### src/rtl/match_controller.sv
// Match sequencer for a two-player fighting game: intro countdown, timed rounds,
// post-round hold and best-of-N scoring, all driven from a shared game tick.
module match_controller #(
    parameter int TICK_MAX      = 100_000_000,
    parameter int ROUND_TIME    = 99,
    parameter int INTRO_TICKS   = 3,
    parameter int HOLD_TICKS    = 3,
    parameter int ROUNDS_TO_WIN = 2,
    parameter int MAX_ROUNDS    = 5
) (
    input  logic       clk,
    input  logic       reset,
    input  logic       start,
    input  logic [1:0] finish,
    input  logic [3:0] p1_health,
    input  logic [3:0] p2_health,
    output logic       game_rst_n,
    output logic       round_over,
    output logic [2:0] state,
    output logic [1:0] countdown,
    output logic [6:0] round_timer,
    output logic [2:0] round_num,
    output logic [1:0] p1_rounds,
    output logic [1:0] p2_rounds,
    output logic [1:0] match_winner
);

    // state      | meaning
    // IDLE       | waiting for start, game core held in reset
    // INTRO      | pre-fight countdown, game core held in reset
    // FIGHT      | round running, round timer counting down
    // ROUND_END  | round scored, health frozen for display
    // MATCH_END  | winner shown until the next start press

    typedef enum logic [2:0] {
        ST_IDLE      = 3'd0,
        ST_INTRO     = 3'd1,
        ST_FIGHT     = 3'd2,
        ST_ROUND_END = 3'd3,
        ST_MATCH_END = 3'd4
    } state_t;

    localparam int TW = (TICK_MAX > 1) ? $clog2(TICK_MAX) : 1;
    localparam int HW = (HOLD_TICKS > 1) ? $clog2(HOLD_TICKS) : 1;
    localparam logic [TW-1:0] TICK_LAST  = TW'(TICK_MAX - 1);
    localparam logic [HW-1:0] HOLD_LAST  = HW'(HOLD_TICKS - 1);
    localparam logic [1:0]    CD_INIT    = 2'(INTRO_TICKS);
    localparam logic [6:0]    TIMER_INIT = 7'(ROUND_TIME);
    localparam logic [2:0]    RN_MAX     = 3'(MAX_ROUNDS);
    localparam logic [1:0]    WIN_ROUNDS = 2'(ROUNDS_TO_WIN);

    state_t          cur_state;
    state_t          nxt_state;
    logic [TW-1:0]   tick_cnt;
    logic [HW-1:0]   hold_cnt;
    logic            start_prev;
    logic            start_armed;
    logic            tick;
    logic            start_rise;
    logic            state_change;

    logic            nxt_game_rst_n;
    logic            nxt_round_over;
    logic [1:0]      nxt_countdown;
    logic [6:0]      nxt_round_timer;
    logic [2:0]      nxt_round_num;
    logic [1:0]      nxt_p1_rounds;
    logic [1:0]      nxt_p2_rounds;
    logic [1:0]      nxt_match_winner;
    logic [HW-1:0]   nxt_hold_cnt;

    function automatic logic [1:0] inc_sat(input logic [1:0] v);
        return (v == 2'd3) ? v : v + 2'd1;
    endfunction

    assign tick         = (tick_cnt == TICK_LAST);
    // start_armed blocks a press that was already held when reset released
    assign start_rise   = start && !start_prev && start_armed;
    assign state_change = (nxt_state != cur_state);
    assign state        = cur_state;

    always_comb begin
        nxt_state        = cur_state;
        nxt_countdown    = countdown;
        nxt_round_timer  = round_timer;
        nxt_round_num    = round_num;
        nxt_p1_rounds    = p1_rounds;
        nxt_p2_rounds    = p2_rounds;
        nxt_match_winner = match_winner;
        nxt_hold_cnt     = hold_cnt;

        case (cur_state)
            ST_IDLE, ST_MATCH_END: begin
                if (start_rise) begin
                    nxt_state        = ST_INTRO;
                    nxt_p1_rounds    = 2'd0;
                    nxt_p2_rounds    = 2'd0;
                    nxt_round_num    = 3'd1;
                    nxt_match_winner = 2'b00;
                    nxt_countdown    = CD_INIT;
                end
            end
            ST_INTRO: begin
                if (tick) begin
                    if (countdown == 2'd1) begin
                        nxt_state       = ST_FIGHT;
                        nxt_countdown   = 2'd0;
                        nxt_round_timer = TIMER_INIT;
                    end else begin
                        nxt_countdown = countdown - 2'd1;
                    end
                end
            end
            ST_FIGHT: begin
                if (tick && round_timer != 7'd0)
                    nxt_round_timer = round_timer - 7'd1;
                // a KO reported on the timeout tick outranks the health comparison
                if (finish == 2'b01) begin
                    nxt_state     = ST_ROUND_END;
                    nxt_p1_rounds = inc_sat(p1_rounds);
                end else if (finish == 2'b11) begin
                    nxt_state     = ST_ROUND_END;
                    nxt_p2_rounds = inc_sat(p2_rounds);
                end else if (tick && round_timer == 7'd1) begin
                    nxt_state = ST_ROUND_END;
                    if (p1_health > p2_health)
                        nxt_p1_rounds = inc_sat(p1_rounds);
                    else if (p2_health > p1_health)
                        nxt_p2_rounds = inc_sat(p2_rounds);
                end
            end
            ST_ROUND_END: begin
                if (tick) begin
                    if (hold_cnt == HOLD_LAST) begin
                        if (p1_rounds == WIN_ROUNDS || p2_rounds == WIN_ROUNDS ||
                            round_num == RN_MAX) begin
                            nxt_state = ST_MATCH_END;
                            if (p1_rounds > p2_rounds)
                                nxt_match_winner = 2'b01;
                            else if (p1_rounds < p2_rounds)
                                nxt_match_winner = 2'b11;
                            else
                                nxt_match_winner = 2'b10;
                        end else begin
                            nxt_state     = ST_INTRO;
                            nxt_countdown = CD_INIT;
                            nxt_round_num = (round_num >= RN_MAX) ? round_num
                                                                  : round_num + 3'd1;
                        end
                    end else begin
                        nxt_hold_cnt = hold_cnt + HW'(1);
                    end
                end
            end
            default: begin
                nxt_state = ST_IDLE;
            end
        endcase

        nxt_game_rst_n = (nxt_state == ST_FIGHT) || (nxt_state == ST_ROUND_END) ||
                         (nxt_state == ST_MATCH_END);
        nxt_round_over = (nxt_state == ST_ROUND_END) || (nxt_state == ST_MATCH_END);
    end

    always_ff @(posedge clk or posedge reset) begin
        if (reset) begin
            cur_state    <= ST_IDLE;
            tick_cnt     <= '0;
            hold_cnt     <= '0;
            start_prev   <= 1'b0;
            start_armed  <= 1'b0;
            game_rst_n   <= 1'b0;
            round_over   <= 1'b0;
            countdown    <= 2'd0;
            round_timer  <= 7'd0;
            round_num    <= 3'd0;
            p1_rounds    <= 2'd0;
            p2_rounds    <= 2'd0;
            match_winner <= 2'b00;
        end else begin
            cur_state    <= nxt_state;
            start_prev   <= start;
            if (!start)
                start_armed <= 1'b1;
            if (state_change || tick)
                tick_cnt <= '0;
            else
                tick_cnt <= tick_cnt + TW'(1);
            hold_cnt     <= state_change ? '0 : nxt_hold_cnt;
            game_rst_n   <= nxt_game_rst_n;
            round_over   <= nxt_round_over;
            countdown    <= nxt_countdown;
            round_timer  <= nxt_round_timer;
            round_num    <= nxt_round_num;
            p1_rounds    <= nxt_p1_rounds;
            p2_rounds    <= nxt_p2_rounds;
            match_winner <= nxt_match_winner;
        end
    end

endmodule

### config.mk
export PLATFORM = sky130hd
export DESIGN_NAME = match_controller
export DESIGN_NICKNAME = d
export VERILOG_FILES = /design/src/rtl/match_controller.sv
export SDC_FILE = /design/constraint.sdc
export NUM_CORES = 1
export LEC_CHECK = 0
export BUFFER_PORTS_ARGS = -buffer_cell sky130_fd_sc_hd__buf_2
export CORE_MARGIN = 3
export CORE_UTILIZATION = 55
export CTS_BUF_LIST = sky130_fd_sc_hd__clkbuf_4
export DETAILED_ROUTE_END_ITERATION = 6
export GPL_ROUTABILITY_DRIVEN = 1
export PLACE_DENSITY = 0.75
export SYNTH_ARGS = -nofsm -noshare
export SYNTH_HDL_FRONTEND = slang
export SYNTH_SLANG_ARGS = --single-unit
### constraint.sdc
create_clock -name clk -period 3.8 [get_ports clk]
set_clock_uncertainty 0.1 [all_clocks]
set_input_delay 1.14 -clock clk [delete_from_list [all_inputs] [get_ports clk]]
set_output_delay 1.14 -clock clk [all_outputs]
set_load 0.02 [all_outputs]
### Word-level counts from Yosys, hierarchy flattened

Index checks and enable logic that the tools add are counted.

| cells by class | value |
|---|---|
| add/subtract/negate cells | 7 |
| multipliers | 0 |
| multiplexer cells | 52 |
| reductions and logical operators | 27 |
| bitwise operators | 0 |
| div/mod/pow operators | 0 |
| order comparisons | 5 |
| shifts and indexed selects | 0 |
| eq/ne operators | 36 |

Operator list:

| operator | count |
|---|---|
| two-way mux 2 bit | 26 |
| two-way mux 3 bit | 14 |
| adder 27 x 1 -> 27 bit, second input constant | 1 |
| equality test 27 bit, second input constant | 1 |
| two-way mux 27 bit | 1 |
| inequality test 2 bit, second input constant | 11 |
| two-way mux 7 bit | 3 |
| inequality test 3 bit, second input constant | 6 |
| AND reduction 6 bit | 3 |
| case mux 7 bit (2 select lines) | 1 |
| equality test 2 bit, second input constant | 6 |
| equality test 3 x 2 -> 1 bit, second input constant | 4 |
| case mux 2 bit (2 select lines) | 3 |
| case mux 3 bit (4 select lines) | 1 |
| AND reduction 5 bit | 2 |
| nonzero test 2 bit | 5 |
| equality test 3 bit, second input constant | 3 |
| greater-than comparator 4 bit | 2 |
| equality test 7 x 1 -> 1 bit, second input constant | 1 |
| nonzero test 7 bit | 1 |
| subtractor 7 x 1 -> 7 bit, second input constant | 1 |
| adder 2 x 1 -> 2 bit, second input constant | 3 |
| logical OR 1 bit | 6 |
| case mux 2 bit (3 select lines) | 1 |
| 17 further kinds | 21 |

| storage, ports and cells | value |
|---|---|
| input port bits | 13 |
| memories kept | 0 |
| output and inout bits | 23 |
| register bits after elaboration | 54 |
| bits in writable memories | 0 |
| word-level logic and storage cells | 140 |
| latch bits | 0 |
| memory bits (read-only) | 0 |

### Longest topological paths before layout

Gate-level depths: netlist of run 1.

| depth | value |
|---|---|
| word-level depth | 10 |
| depth in mapped cells | 8 |

### Worst setup path before layout of run 1

OpenSTA, ideal clock, no wires.

| timing path | value |
|---|---|
| path type | input port to flip-flop |
| start | in p1_health[1] |
| end | reg p2_rounds[1] |
| setup time | 0.128 ns |
| data arrival time | 2.551 ns |
| stages on the path | 7 |
| setup slack | 1.021 ns |
| path buffers | 0 |
| cell sequence | inv_1 -> ha_1 -> nor2b_1 -> o211a_1 -> o2111a_1 -> a21oi_1 -> mux2_1 |

| on the way | value |
|---|---|
| longest elaborated chain between the ends | 3 |
| elaborated cells between the ends (all ways) | 5 |
| those cells by class | order compare (2); eq/ne (2); reduce/logical (1) |

Ends and longest elaborated chain:

| what | line | RTL |
|---|---|---|
| from (decl) | 15 | `input logic [3:0] p1_health,` |
| greater-than comparator 4 bit, on equally long branches | 128, 126 |  |
| inequality test 3 bit (no source line) | -- |  |
| AND reduction 6 bit (no source line) * | -- |  |
| to (signal assigned) | 196 | `p2_rounds <= nxt_p2_rounds;` |
| to (decl) | 24 | `output logic [1:0] p2_rounds,` |

Mark *: on every way between the ends. The rest lies on a longest branch, timed or not.
A chain may end at the register's enable or synchronous reset.

### Final worst setup path of run 1

| timing path | value |
|---|---|
| start | reg tick_cnt[0] |
| end | reg round_over |

| on the way | value |
|---|---|
| longest elaborated chain between the ends | 8 |
| elaborated cells between the ends (all ways) | 11 |
| those cells by class | eq/ne (3); mux (6); reduce/logical (2) |

Ends and longest elaborated chain:

| what | line | RTL |
|---|---|---|
| from (decl) | 54 | `logic [TW-1:0] tick_cnt;` |
| from (signal assigned) | 188 | `tick_cnt <= tick_cnt + TW'(1);` |
| equality test 27 bit * | 76 | `assign tick = (tick_cnt == TICK_LAST);` |
| logical AND 1 bit | 124 | `end else if (tick && round_timer == 7'd1) begin` |
| two-way mux 3 bit | 124 |  |
| two-way mux 3 bit | 121 | `end else if (finish == 2'b11) begin` |
| two-way mux 3 bit | 118 | `if (finish == 2'b01) begin` |
| case mux 3 bit (4 select lines) * | 92 | `case (cur_state)` |
| equality test 3 x 2 -> 1 bit or equality test 3 bit (tied branches) | 162 | `nxt_round_over = (nxt_state == ST_ROUND_END) \|\| (nxt_state == ST_MATCH_END);` |
| logical OR 1 bit * | 162 |  |
| named net nxt_round_over | 63 | `logic nxt_round_over;` |
| to (signal assigned) | 191 | `round_over <= nxt_round_over;` |
| to (decl) | 18 | `output logic round_over,` |

The timed path passes the listed nets; every way through them passes the cells marked *.

==> results of run 1 <==
==> cell families after synthesis <==
kind of cell / after synthesis
XOR/XNOR: 29
adder cells (fa/ha/maj): 18
buffers and inverters: 35
AO/OA/AOI/OAI: 48
multiplexers: 10
AND/OR/NAND/NOR: 148
flip-flops: 54
==> path summary, 6_finish.rpt <==
check                            startpoint      endpoint  slack (ps)  cells after the start
worst min register to register  tick_cnt[0]   tick_cnt[0]         400                      1
worst max-delay path            tick_cnt[0]    round_over        1160                      6
worst max register to register  tick_cnt[0]    round_over        1160                      6
max in group asynchronous             reset      state[0]        2450                      3
min in group asynchronous             reset  tick_cnt[23]         550                      2
worst min-delay path            tick_cnt[0]   tick_cnt[0]         400                      1
==> routing by layer <==
layer  track usage (%)  wire length [µm]  part of all wire [%]
met2              31.5              3000                    45
met1              30.3              3250                    48
met5                 0                 0                     0
met3              4.46               400                   5.9
met4              5.05                74                   1.1
==> sequential cells by signal (all words and copies together), names as in the netlist <==
| register | cells |
|---|---|
| countdown | 2 |
| game_rst_n | 1 |
| hold_cnt | 2 |
| match_winner | 2 |
| p1_rounds | 2 |
| p2_rounds | 2 |
| round_num | 3 |
| round_over | 1 |
| round_timer | 7 |
| start_armed | 1 |
| start_prev | 1 |
| state | 3 |
| tick_cnt | 27 |
==> stage by stage <==
stage          power, mW  hold WS, ps  setup slack, ps
6_report            1.24          404             1160
3_5_place_dp       0.992          377              862
5_1_grt             1.33          430              972
2_1_floorplan      0.917          349             1020
4_1_cts             1.26          408             1200
3_3_place_gp       0.976          366              919
==> power by group <==
group | switching, mW | internal, mW | leakage, nW | total, mW
Clock | 0.178 | 0.0803 | 0.0356 | 0.258
Combinational | 0.139 | 0.108 | 0.991 | 0.246
Sequential | 0.0922 | 0.647 | 0.670 | 0.739
Total | 0.408 | 0.835 | 1.70 | 1.24
==> placed cells by master, fill, tap and decap left out, types with 4 or more instances in the layout <==
cell type,synthesis,routed
a21oi_1,11,11
and3_1,7,7
and4_1,9,9
buf_2,4,35
clkbuf_4,0,6
dfrtp_1,54,54
ha_1,18,18
inv_1,25,24
mux2i_1,7,7
nand2_1,23,23
nand2b_1,6,6
nand3_1,17,17
nand4_1,11,11
nor2_1,41,41
nor3_1,9,9
o21ai_0,9,9
o31ai_1,4,4
xnor2_1,11,11
xor2_1,18,18
==> cell type report <==
type,count,area (µm²),share of cell area (%)
inverters,25,93.8,2.61
multi-input cells,253,1800,50.1
flip-flops and latches,54,1350,37.6
well taps,72,90.1,2.51
clock inverters,2,13.8,0.383
clock buffers,6,45.0,1.25
repair buffers,38,198,5.51
==> impl_metrics.csv, run 1 <==
group,metric,value,unit
layout,finish.instance_area,3590,µm²
timing,rsz0062_at_grt,"no",
synth,synth_top_area_share,41.1,%
clock_network,clk_pin_slew,150,ps
critical_path,end_kind,"register",
synth,synth-main-ff-cell,"dfrtp_1",
floorplanning,die_w,83.3,µm
clock_network,hold_buffers,0,
synth,yosys_warnings,0,
route,detail_route.wl_per_cell,14.9,µm
synth,synth_most_common_cell,"dfrtp_1",
synth,yosysSeqAreaShare,41.1,%
synth,synth_edf_count,0,
synth,syn_area,3290,µm²
critical_path,critPathRequiredTime,4020,ps
timing,slew_headroom,33.5,%
clock_network,post_cts_buffers,0,
synth,synth-compound-area-share,11.9,%
layout,stdcell_count,450,
placed_design,place_area,3530,µm²
synth,synthCells,342,
power,power_density,346,nW/µm²
critical_path,crit_fanout,10,
synth,synth_area_leaders,"dfrtp_1 41%, ha_1 6.9%, xor2_1 4.8%, nor2_1 4.7%, xnor2_1 2.9%",
critical_path,critPathKind,"reg -> reg",
critical_path,crit_arrival,2850,ps
route,wirelength,6.73,mm
layout,area_growth,9.25,%
flow_run,maxCapViolCount,0,
synth,ys_ff_latch,54,
synth,async_reset_ff_share,100,%
run_status,status,"completed",
synth,synthAdderAreaFrac,6.85,%
synth,synthDistinctLibCells,53,
clock_network,cts_tree,"done",
critical_path,path_cells,"ha_1 -> and4_1 -> nand4_2 -> nor4_2 -> o21ai_1 -> a21bo_1",
timing,timing.final.crit_share,69.3,%
clock_network,post_cts_resized,0,
placed_design,place_congestion,0.901,
synth,synthSimpleGateAreaFrac,25.1,%
clock_network,clockRootBuffer,"clkbuf_4",
synth,synth_top_family_by_area,"simple AND/OR/NAND/NOR gates",
synth,synth.area.mux_share,3.16,%
critical_path,worstPathBufferInverterCount,0,
placed_design,dp_cells,442,
timing,final.setup.tns,0,ps
route,avgViaCountPerCell,5.73,
route,drt-pass1-iter-count,4,
floorplanning,die_area,6940,µm²
floorplanning,ios,36,
clock_network,cts_sinks,54,
floorplanning,initial_core_util,58.3,%
global_routing,grt.total_usage,20.8,%
floorplanning,rows,27,
timing,hold_viol,0,
layout,nets,408,
critical_path,start_kind,"register",
synth,synth_xor_area_share,7.73,%
layout,diodes,0,
timing,period_minus_slack,2640,ps
timing,worst_pin_slew,990,ps
synth,ys_top_cells_by_count,"54 x dfrtp_1, 41 x nor2_1, 25 x inv_1, 23 x nand2_1",
route,drt_iter0_drc,171,
worst_hold_path,hold_path_class,"reg -> reg",
clock_network,clk_latency,380,ps
route,num_vias,2580,
critical_path,cpPeakStageDelay,670,ps
layout,final_util,63.7,%
placed_design,numPortBuffers,35,
global_routing,grt_pass1_vias,2514,
power,p_leak,1.70,nW
power,max-vdd-ir-drop,0.321,mV
floorplanning,die_y,83.3,µm
timing,maxSlewViolCount,0,
global_routing,grt_pass1_wl,12.1,mm
floorplanning,coreArea,5640,µm²
synth,yosysTopAreaCell,"dfrtp_1",
global_routing,grt_max_degree,27,
timing,finalSetupViolations,0,
critical_path,cpLargestDelayFamily,"simple AND/OR/NAND/NOR gates",
clock_network,cts_max_path_buffers,2,
layout,n_fill_cell,508,
synth,syn-num-nets,373,
global_routing,antenna_found_initial,0,
synth,avgSynthCellArea,9.61,µm²
route,ant_nets,0,
layout,drive_above_1_share,16.4,%
timing,fmaxAchievable,379,MHz
route,drc_errors,0,
critical_path,cp_slowest_cell,"nor4_2",
global_routing,gr-total-overflow,0,
clock_network,cts_max_level,2,
clock_network,numCtsBuffers,5,
placed_design,dp.final_hpwl,5.08,mm
Note: power is estimated with default switching activity, not from simulation.
==> inputs of run 2 (changes only) <==
Settings changed: ABC_AREA set to 1, PLACE_DENSITY 0.75 to 0.74.
Clock period 3.8 ns to 2.5 ns, I/O delays scaled along.
==> impl_metrics.csv, run 2 <==
group,metric,value,unit
global_routing,grt_pass1_wl,12.0,mm
synth,ys_ff_latch,54,
power,switching_share,20.5,%
layout,nets,490,
critical_path,r2r_cells,14,
layout,largestRegisters,"tick_cnt (27), round_timer (7)",
synth,yosysTopAreaCell,"dfrtp_1",
synth,synth-main-ff-cell,"dfrtp_1",
power,intPower,1.20,mW
global_routing,gr-total-overflow,0,
route,avgViaCountPerCell,5.06,
clock_network,cts_max_path_buffers,2,
power,power_density,392,nW/µm²
synth,yosysSeqAreaShare,38.9,%
floorplanning,coreArea,6030,µm²
synth,synth_top_area_share,38.9,%
layout,area_growth,11.1,%
critical_path,crit_fanout,17,
critical_path,crit_arrival,2410,ps
global_routing,antenna_found_initial,0,
timing,timing.final.crit_share,89.1,%
route,wirelength,6.61,mm
synth,ys_top_cells_by_count,"83 x nand2_1, 58 x inv_1, 54 x dfrtp_1, 42 x nor2_1, 26 x nand3_1",
synth,async_reset_ff_share,100,%
flow_run,maxCapViolCount,0,
timing,finalSetupViolations,0,
placed_design,dp.final_hpwl,5.06,mm
clock_network,cts_sinks,54,
run_status,status,"completed",
layout,final_common_cell,"nand2_1",
route,num_vias,2707,
placed_design,place_congestion,0.881,
power,max-vdd-ir-drop,0.227,mV
power,clkPwrFrac,38.9,%
route,drc_errors,0,
critical_path,critPathRequiredTime,2680,ps
layout,regMostFlops,"tick_cnt",
critical_path,cpLargestDelayFamily,"simple AND/OR/NAND/NOR gates",
critical_path,r2r_start,"tick_cnt[0]",
global_routing,grt_max_degree,55,
critical_path,worstPathBufferInverterCount,2,
critical_path,path_cells,"ha_1 -> nand2_2 -> nor2_4 -> nand2_4 -> nor2_8 -> nand2_4 -> nand2_2 -> nand2_2 -> inv_2 -> nand2_1 -> a21o_1 -> nand3_4 -> buf_12 -> nor2_4",
power,combPwrFrac,3.2,%
critical_path,critPathKind,"reg -> reg",
layout,drive_above_1_share,21.3,%
floorplanning,initial_core_util,57.6,%
power,power_frac_seq,57.9,%
route,drt_iter0_drc,172,
worst_hold_path,hold_path_class,"in -> async",
power,power.switching,0.311,mW
clock_network,cts_tree,"done",
critical_path,cp_slowest_cell,"dfrtp_1",
critical_path,start_kind,"register",
timing,maxSlewViolCount,0,
critical_path,cpMostUsedCell,"nand2_2",
critical_path,cpPeakStageDelay,420,ps
synth,synth_most_common_cell,"nand2_1",
layout,diodes,0,
route,ant_nets,0,
clock_network,cts_max_level,2,
placed_design,dp_cells,527,
critical_path,end_kind,"register",
route,drt-pass1-iter-count,4,
placed_design,numPortBuffers,35,
timing,worst_pin_slew,712,ps
floorplanning,ios,36,
floorplanning,die_area,7300,µm²
timing,period_minus_slack,2230,ps
timing,hold_viol,0,
layout,largest_register_ff_count,27,
synth,synth_edf_count,0,
timing,slew_headroom,51.9,%
clock_network,post_cts_buffers,0,
timing,fin_hold_ws,275,ps
floorplanning,rows,28,
clock_network,numCtsBuffers,5,
layout,n_fill_cell,515,
layout,final_util,64.0,%
clock_network,clk_latency,390,ps
layout,final_cell_mix,"83 x nand2_1, 57 x inv_1, 54 x dfrtp_1, 41 x nor2_1, 35 x buf_2",
synth,avgSynthCellArea,8.32,µm²
clock_network,clk_pin_slew,170,ps
critical_path,r2r_slack,270,ps
power,p_leak,1.92,nW
synth,syn-num-nets,448,
synth,syn_area,3470,µm²
floorplanning,die_y,85.4,µm
timing,final.setup.tns,0,ps
synth,yosys_warnings,0,
synth,synth_area_leaders,"dfrtp_1 39%, nand2_1 9.0%, nor2_4 7.1%, ha_1 6.5%, inv_1 6.3%",
clock_network,hold_buffers,0,
timing,rsz0062_at_grt,"no",
critical_path,timing.rr.end,"tick_cnt[17]",
timing,fmaxAchievable,449,MHz
synth,synthDistinctLibCells,39,
clock_network,clockRootBuffer,"clkbuf_4",
global_routing,grt_pass1_vias,2696,
floorplanning,die_w,85.4,µm
synth,synthCells,417,
layout,stdcell_count,535,
route,detail_route.wl_per_cell,12.3,µm
global_routing,grt.total_usage,20.3,%
==> run 2: cell types whose count changed in the layout (fill, tap and decap cells not counted), moves of 7 or more <==
cell,delta
and3_1,-7
and4_1,-9
inv_1,+33
mux2i_1,-7
nand2_1,+60
nand2_2,+7
nand3_1,+9
nor2_4,+22
o21ai_0,+11
==> run 2: repair_timing <==
action	CTS	global route
endpoints found under the hold margin	0	0
endpoints found under the setup margin	0	1
gates resized for setup	0	1
==> run 2: cell families after synthesis <==
group,count (synthesis),share of synthesized area (%)
AOI/OAI and AO/OA,37,6.20
xor gates and xnor gates,28,7.07
adders and majority gates,18,6.49
buffers and inverters,66,8.47
DFF,54,38.9
and+or+nand+nor,214,32.8
==> run 2: worst register-to-register path, stage by stage (launching register included) <==
cell	delay [ps]
dfrtp_1	420
ha_1	210
nand2_2	70
nor2_4	140
nand2_4	110
nor2_8	150
nand2_4	90
nand2_2	90
nand2_2	60
inv_2	70
nand2_1	50
a21o_1	190
nand3_4	120
buf_12	200
nor2_4	50
==> run 2: through the flow <==
stage	worst slack, ps	total power, mW	area [µm²]
3_3_place_gp	305	0.940	3750
2_1_floorplan	335	0.919	3470
6_report	272	1.51	3850
5_1_grt	75.3	1.58	3850
4_1_cts	279	1.53	3850
3_5_place_dp	263	0.942	3750
==> run 2: layout make-up <==
cell class	count	area, µm²	share of cell area [%]
Clock inverter	3	63.8	1.66
Inverter	61	231	6.00
Sequential cell	54	1350	35.1
Timing Repair Buffer	40	250	6.49
Clock buffer	5	37.5	0.974
Tap cell	75	93.8	2.43
Multi-Input combinational cell	297	1830	47.4
==> run 2: how the worst max path moves through the flow <==
stage,startpoint,depth (start not counted),to,slack (ps)
3_5_place_dp,p1_health[1],11,p1_rounds[0],260
6_report,tick_cnt[0],14,tick_cnt[17],270
2_1_floorplan,reset,1,countdown[0],340
4_1_cts,tick_cnt[0],10,tick_cnt[18],280
3_3_place_gp,p1_health[3],14,p2_rounds[1],310
5_1_grt,tick_cnt[0],10,tick_cnt[18],80
==> run 2: routing by layer <==
metal  track usage [%]  routed length [µm]
met2              32.0                3040
met5                 0                   0
met4              5.90                  85
met1              28.3                3210
met3              4.27                 268
==> run 2: power by group through the flow <==
stage / clock (mW) / sequential, mW / combinational (mW)
finish: 0.588 / 0.875 / 0.0484
global route: 0.641 / 0.875 / 0.0588
CTS: 0.599 / 0.875 / 0.0510
detailed placement: 0 / 0.891 / 0.0508
global placement: 0 / 0.891 / 0.0487
floorplan: 0 / 0.891 / 0.0279
==> inputs of run 3 (changes only) <==
Settings changed: CTS_BUF_LIST sky130_fd_sc_hd__clkbuf_4 to sky130_fd_sc_hd__clkbuf_4 sky130_fd_sc_hd__clkbuf_8.
==> impl_metrics.csv, run 3 (synthesized netlist as in run 2, its figures left out) <==
group,metric,value,unit
timing,maxSlewViolCount,0,
timing,rsz0062_at_grt,"no",
layout,area_growth,12.3,%
critical_path,end_kind,"register",
timing,hold_viol,0,
floorplanning,ios,36,
placed_design,dp_cells,527,
power,combPwrFrac,2.9,%
power,power_density,420,nW/µm²
floorplanning,coreArea,6030,µm²
global_routing,grt_max_degree,55,
timing,worst_pin_slew,707,ps
clock_network,cts_max_level,2,
layout,drive_above_1_share,21.5,%
timing,timing.final.crit_share,88.7,%
power,p_leak,1.94,nW
clock_network,clk_pin_slew,100,ps
global_routing,antenna_found_initial,0,
global_routing,grt.total_usage,20.1,%
route,num_vias,2728,
critical_path,path_cells,"ha_1 -> nand2_2 -> nor2_4 -> nand2_4 -> nor2_8 -> nand2_4 -> nand2_2 -> nand2_2 -> inv_2 -> nand2_1 -> a21o_1 -> nand3_4 -> buf_12 -> nor2_1",
critical_path,critPathKind,"reg -> reg",
layout,regMostFlops,"tick_cnt",
critical_path,crit_arrival,2320,ps
layout,largest_register_ff_count,27,
clock_network,cts_tree,"done",
route,drt-pass1-iter-count,4,
global_routing,gr-total-overflow,0,
global_routing,grt_pass1_vias,2695,
floorplanning,rows,28,
floorplanning,die_w,85.4,µm
critical_path,cpMostUsedCell,"nand2_2",
critical_path,cpPeakStageDelay,400,ps
critical_path,critPathRequiredTime,2610,ps
critical_path,cp_slowest_cell,"dfrtp_1",
power,max-vdd-ir-drop,0.220,mV
timing,fin_hold_ws,369,ps
clock_network,cts_sinks,54,
critical_path,crit_fanout,17,
layout,final_common_cell,"nand2_1",
route,ant_nets,0,
power,switching_share,19.5,%
timing,fmaxAchievable,451,MHz
layout,final_util,64.7,%
placed_design,numPortBuffers,35,
clock_network,numCtsBuffers,5,
flow_run,maxCapViolCount,0,
placed_design,dp.final_hpwl,5.06,mm
route,wirelength,6.64,mm
timing,slew_headroom,52.2,%
run_status,status,"completed",
timing,final.setup.tns,0,ps
floorplanning,initial_core_util,57.6,%
route,avgViaCountPerCell,5.10,
global_routing,grt_pass1_wl,12.0,mm
timing,period_minus_slack,2220,ps
power,clkPwrFrac,43.7,%
layout,stdcell_count,535,
route,drt_iter0_drc,182,
route,drc_errors,0,
power,power_frac_seq,53.3,%
layout,diodes,0,
power,power.switching,0.320,mW
placed_design,place_congestion,0.881,
floorplanning,die_area,7300,µm²
layout,final_cell_mix,"83 x nand2_1, 57 x inv_1, 54 x dfrtp_1, 41 x nor2_1, 35 x buf_2",
clock_network,cts_max_path_buffers,2,
floorplanning,die_y,85.4,µm
critical_path,start_kind,"register",
route,detail_route.wl_per_cell,12.4,µm
worst_hold_path,hold_path_class,"in -> async",
layout,largestRegisters,"tick_cnt (27), round_timer (7)",
clock_network,clk_latency,310,ps
layout,nets,490,
timing,finalSetupViolations,0,
power,intPower,1.32,mW
clock_network,clockRootBuffer,"clkbuf_8",
-- run 3: routing by layer --
| layer | track usage, % | part of all wire (%) | routed length [µm] |
|---|---|---|---|
| met5 | 0 | 0 | 0 |
| met4 | 5.90 | 1.4 | 93 |
| met3 | 3.11 | 4.3 | 283 |
| met2 | 32.1 | 47 | 3090 |
| met1 | 28.3 | 48 | 3170 |
-- run 3: critical path: cells and delay by family, from the launching register on --
family / cells / cell delay [ps]
buffers and inverters: 2 / 260
and+or+nand+nor: 10 / 930
adders and majority gates: 1 / 210
DFF: 1 / 400
AOI/OAI and AO/OA: 1 / 190
-- run 3: path summary, 6_finish.rpt --
check                      cells after the start               to  slack, ps        start
max in group asynchronous                      3  match_winner[0]       1690        reset
hold / removal                                 3   round_timer[4]        370        reset
setup / recovery                              14      tick_cnt[1]        280  tick_cnt[0]
hold reg to reg                                1      start_armed        380  start_armed
setup reg to reg                              14      tick_cnt[1]        280  tick_cnt[0]
min in group clk                               1      start_armed        380  start_armed
-- run 3: metrics by stage --
stage / total power, mW / worst slack [ps] / cell area [µm²]
after floorplan: 0.919 / 335 / 3470
after global placement: 0.940 / 305 / 3750
after global routing: 1.70 / 83.2 / 3900
final: 1.64 / 282 / 3900
after CTS: 1.65 / 288 / 3890
after detailed placement: 0.942 / 263 / 3750
-- run 3: layout make-up --
cell class,count,area (µm²)
clock buffers,6,82.6
multi-input cells,297,1830
flip-flops and latches,54,1350
well taps,75,93.8
fillers,507,2130
inverters,61,231
repair buffers,40,250
clock inverters,2,60.1
-- run 3: power groups by stage --
stage	sequential (mW)	combinational, mW	clock [mW]
floorplan	0.891	0.0279	0
global placement	0.891	0.0487	0
detailed placement	0.891	0.0508	0
CTS	0.874	0.0511	0.729
global route	0.874	0.0588	0.770
finish	0.874	0.0482	0.716
-- run 3: repair_timing --
action | CTS | global route
setup endpoints to repair | 0 | 1
resized for setup | 0 | 1
hold buffers | 0 | 0
buffers inserted | 0 | 0
